==> src/rtl/hazard_scoreboard.sv <==
// Producer-side hazard scoreboard: tracks destination tags through EX/MEM/WB,
// detects load-use hazards, holds ID for a configurable count and counts stall cycles.
module hazard_scoreboard #(
    parameter int LOAD_STALL_CYCLES = 1,
    parameter int STALL_CNT_W       = 16
) (
    input  logic                   clk,
    input  logic                   rst_n,
    input  logic                   id_valid,
    input  logic [2:0]             id_rs1,
    input  logic [2:0]             id_rs2,
    input  logic                   id_uses_rs1,
    input  logic                   id_uses_rs2,
    input  logic [2:0]             id_rd,
    input  logic                   id_writes_rd,
    input  logic                   id_is_load,
    input  logic                   flush,
    output logic                   stall,
    output logic [2:0]             rd_ex,
    output logic [2:0]             rd_mem,
    output logic [2:0]             rd_wb,
    output logic                   wr_ex,
    output logic                   wr_mem,
    output logic                   wr_wb,
    output logic [STALL_CNT_W-1:0] stall_cycles
);

    typedef struct packed {
        logic [2:0] rd;
        logic       wr;
        logic       ld;
    } entry_t;

    localparam entry_t     BUBBLE    = '{rd: 3'd0, wr: 1'b0, ld: 1'b0};
    localparam logic [1:0] HOLD_LOAD = 2'(LOAD_STALL_CYCLES - 1);
    localparam logic [STALL_CNT_W-1:0] CNT_ONE = {{(STALL_CNT_W-1){1'b0}}, 1'b1};

    entry_t     ex_q, mem_q, wb_q;
    entry_t     ex_d;
    logic [1:0] hold_cnt, hold_nxt;
    logic       haz;
    logic       src1_hit, src2_hit;

    // Only a writing load sitting in EX can create a hazard; older loads are forwarded.
    always_comb begin
        src1_hit = id_uses_rs1 && (id_rs1 == ex_q.rd);
        src2_hit = id_uses_rs2 && (id_rs2 == ex_q.rd);
        haz      = id_valid && ex_q.wr && ex_q.ld && (src1_hit || src2_hit);
    end

    assign stall = (haz || (hold_cnt != 2'd0)) && !flush;

    always_comb begin
        hold_nxt = hold_cnt;
        ex_d     = BUBBLE;
        if (flush) begin
            hold_nxt = 2'd0;
        end else begin
            // The counter reloads only from zero, so a hazard during a countdown extends nothing.
            if (haz && (hold_cnt == 2'd0)) begin
                hold_nxt = HOLD_LOAD;
            end else if (hold_cnt != 2'd0) begin
                hold_nxt = hold_cnt - 2'd1;
            end
            if (!stall) begin
                ex_d = '{rd: id_rd,
                         wr: id_valid && id_writes_rd,
                         ld: id_valid && id_is_load};
            end
        end
    end

    always_ff @(posedge clk or negedge rst_n) begin
        if (!rst_n) begin
            ex_q     <= BUBBLE;
            mem_q    <= BUBBLE;
            wb_q     <= BUBBLE;
            hold_cnt <= 2'd0;
        end else begin
            ex_q     <= ex_d;
            mem_q    <= ex_q;
            wb_q     <= mem_q;
            hold_cnt <= hold_nxt;
        end
    end

    always_ff @(posedge clk or negedge rst_n) begin
        if (!rst_n) begin
            stall_cycles <= '0;
        end else if (stall && (stall_cycles != '1)) begin
            stall_cycles <= stall_cycles + CNT_ONE;
        end
    end

    assign rd_ex  = ex_q.rd;
    assign rd_mem = mem_q.rd;
    assign rd_wb  = wb_q.rd;
    assign wr_ex  = ex_q.wr;
    assign wr_mem = mem_q.wr;
    assign wr_wb  = wb_q.wr;

endmodule
==> config.mk <==
export PLATFORM = sky130hd
export DESIGN_NAME = hazard_scoreboard
export DESIGN_NICKNAME = d
export VERILOG_FILES = /design/src/rtl/hazard_scoreboard.sv
export SDC_FILE = /design/constraint.sdc
export NUM_CORES = 1
export LEC_CHECK = 0
export BUFFER_PORTS_ARGS = -buffer_cell sky130_fd_sc_hd__buf_4
export CORE_ASPECT_RATIO = 1.2
export CORE_MARGIN = 4
export CORE_UTILIZATION = 49
export DETAILED_ROUTE_END_ITERATION = 7
export PLACE_DENSITY = 0.78
export SLEW_MARGIN = 15
export SYNTH_ARGS = -nofsm -noshare
export SYNTH_HDL_FRONTEND = slang
export SYNTH_SLANG_ARGS = --single-unit
==> constraint.sdc <==
create_clock -name clk -period 2.4 [get_ports clk]
set_input_delay 0.6 -clock clk [delete_from_list [all_inputs] [get_ports clk]]
set_output_delay 0.6 -clock clk [all_outputs]
set_load 0.05 [all_outputs]
==> run metrics <==
Port Buffers 45; Seq cells post-synth 31; Fillers 231; antenna violations before repair 0; Core ar. roughly 0.0028 mm²; VDD IR max between 400 and 500 µV; dpl cell area 0.00177 mm²; number of global-route vias before repair roughly 1100; Die W approximately 57 µm; commonest non-fill, non-tap cell in the layout buf_4; DP Worst Slack 0.102 ns; Syn-to-layout area delta 34.5%; critical path peak fanout 4; sequential area share after synthesis 55.1%; final-report setup violation count 0; # DRC 0; Clock transition at path regs roughly 0.090 ns; yosys warns 0; Final Hold Vio Count 0; Fmax around 440 MHz; ys async rst share between 90% and 100%; CTS Root Cell clkbuf_4; aggregate global-route resource usage 17.5%; Cells after Synth 117; Tmin final 2.28 ns; setup TNS 0 ns; Max Buffers Root-to-Sink 2; mapped cell area 0.00141 mm²; Worst Setup Start Kind register; EDFF count, synth 0; GPL Wtd Cong 0.793; met2 GRT Util between 30 and 40%; crit end category output port; min-delay worst type in -> async; full die area 0.00380 mm²; GRT busiest layer met2; max cap viols 0; P per Cell Area ~590 mW/mm²; diode count 0; total gr overflow 0; Main synth FF type dfrtp_1; io pins 46; DRT Wirelength 2990 µm; Tcrit/Tclk final approximately 95%; largest net degree at the start of global routing 32; slew margin rel. 62.2%; r2r startpoint stall_cycles[0]; clk_lat worst skew 0.34 ns; reg2reg end stall_cycles[1]; Distinct cells, synth 34; FF-to-FF path depth 6; die height 66.7 µm; Synth top area share 55.1%; clock skew 0.00290 ns; top cells by area, synth dfrtp_1 (55%), xnor2_1 (9.9%), nand4_1 (4.4%); Worst Max-Slew Pin Slew 0.567 ns; Final Slew Violations 0; initial drt markers 36; vias ~1100; Core Util, Final 68.0%; most frequent cells in the layout buf_4 (48), dfrtp_1 (31), xnor2_1 (16); Yosys top cell by area dfrtp_1; met1 usage in global routing 18.4%; share of post-route cells with drive strength above 1 40.0%; CTS Sinks 31; register area roughly 780 µm²; # rows 21; H-tree levels 2; WS Path Type reg -> out; critical path required time ~1.8 ns; Num CTS Buffers 5; static leakage between 0.8 and 0.9 nW; via/cell ratio 5.31; Starting Density 50.6%; syn nets 135; Synth Area per Inst ~12 µm²; Antenna Nets Post-Route 0; Worst R2R Setup Slack roughly 0.38 ns; Finished Cell Area around 0.0019 mm²; global-route wire length before repair 4970 µm; area of the multi-input gates around 600 µm²; Final Worst Setup Slack 0.116 ns; CTS tree built; hold_buf cts 0; status finished clean; drt first pass iters 4; grt met3 use 6.78%; per-cell routed wire length 14.6 µm; critical path arrival 1.68 ns; Final nets 187; HPWL after DPL 2200 µm
## Yosys cell counts, types with 2 or more instances
cell type  instances
dfrtp_1           31
xnor2_1           16
nand4_1           10
nand2_1            7
nand3_1            7
and3_1             5
a211oi_1           4
and2_1             4
buf_4              3
a21oi_1            2
and3b_1            2
inv_1              2
nor2_1             2
xor2_1             2
## how the worst max path moves through the flow
stage | depth (start not counted) | from | to
after floorplan | 4 | id_rs1[0] | stall
after global placement | 6 | id_rs1[1] | stall
after detailed placement | 6 | id_rs1[2] | stall
after CTS | 5 | rd_ex[2] | stall
after global routing | 5 | rd_ex[0] | stall
final | 5 | rd_ex[2] | stall
## flip-flops by register name, summed over array words and instances (netlist names)
signal and count:
wr_wb 1, wr_mem 1, rd_mem 3, ex_q 1, wr_ex 1, hold_cnt 2
stall_cycles 16, rd_wb 3, rd_ex 3
## cell type report
cell class,count,share of cell area (%)
repair buffers,49,19.6
inverters,2,0.396
flip-flops and latches,31,41.0
clock inverters,2,1.85
multi-input cells,80,32.2
well taps,34,2.25
clock buffers,6,2.71
## power breakdown
part	total, mW	switching (mW)	internal (mW)
Combinational	0.142	0.0890	0.0526
Clock	0.423	0.177	0.246
Sequential	0.551	0.0139	0.537
Total	1.12	0.280	0.836
## per-stage QoR
step	total power [mW]	hold slack (ns)	std cells
6_report	1.12	0.171	204
5_1_grt	1.17	0.188	204
4_1_cts	1.13	0.182	200
3_5_place_dp	0.701	0.370	192
3_3_place_gp	0.697	0.363	192
2_1_floorplan	0.641	0.304	117
## worst max-delay path, cell delays in order, from the launching register on
cell,delay [ns]
dfrtp_1,0.44
xnor2_1,0.17
nand4_1,0.15
a21o_4,0.26
a21oi_2,0.15
buf_6,0.17
## metal layers
| layer | part of all wire (%) | up-vias | routed length [µm] |
|---|---|---|---|
| li1 | - | 521 | - |
| met4 | 2.0 | 0 | 61 |
| met2 | 54 | 26 | 1610 |
| met5 | 0 | - | 0 |
| met1 | 37 | 529 | 1110 |
| met3 | 6.8 | 7 | 204 |
## logic make-up after synthesis
| family | after synthesis | synth area share, % |
|---|---|---|
| XOR/XNOR | 18 | 11.2 |
| AO/OA/AOI/OAI | 11 | 7.55 |
| buffers and inverters | 6 | 2.40 |
| multiplexers | 4 | 3.37 |
| AND/OR/NAND/NOR | 46 | 19.5 |
| adder cells (fa/ha/maj) | 1 | 0.888 |
| flip-flops | 31 | 55.1 |
## repair_timing
item,4_1_cts,5_1_grt
buffers inserted,0,4
setup endpoints to repair,0,1
gates resized for setup,0,3
Power figures use the tool's default switching activity.
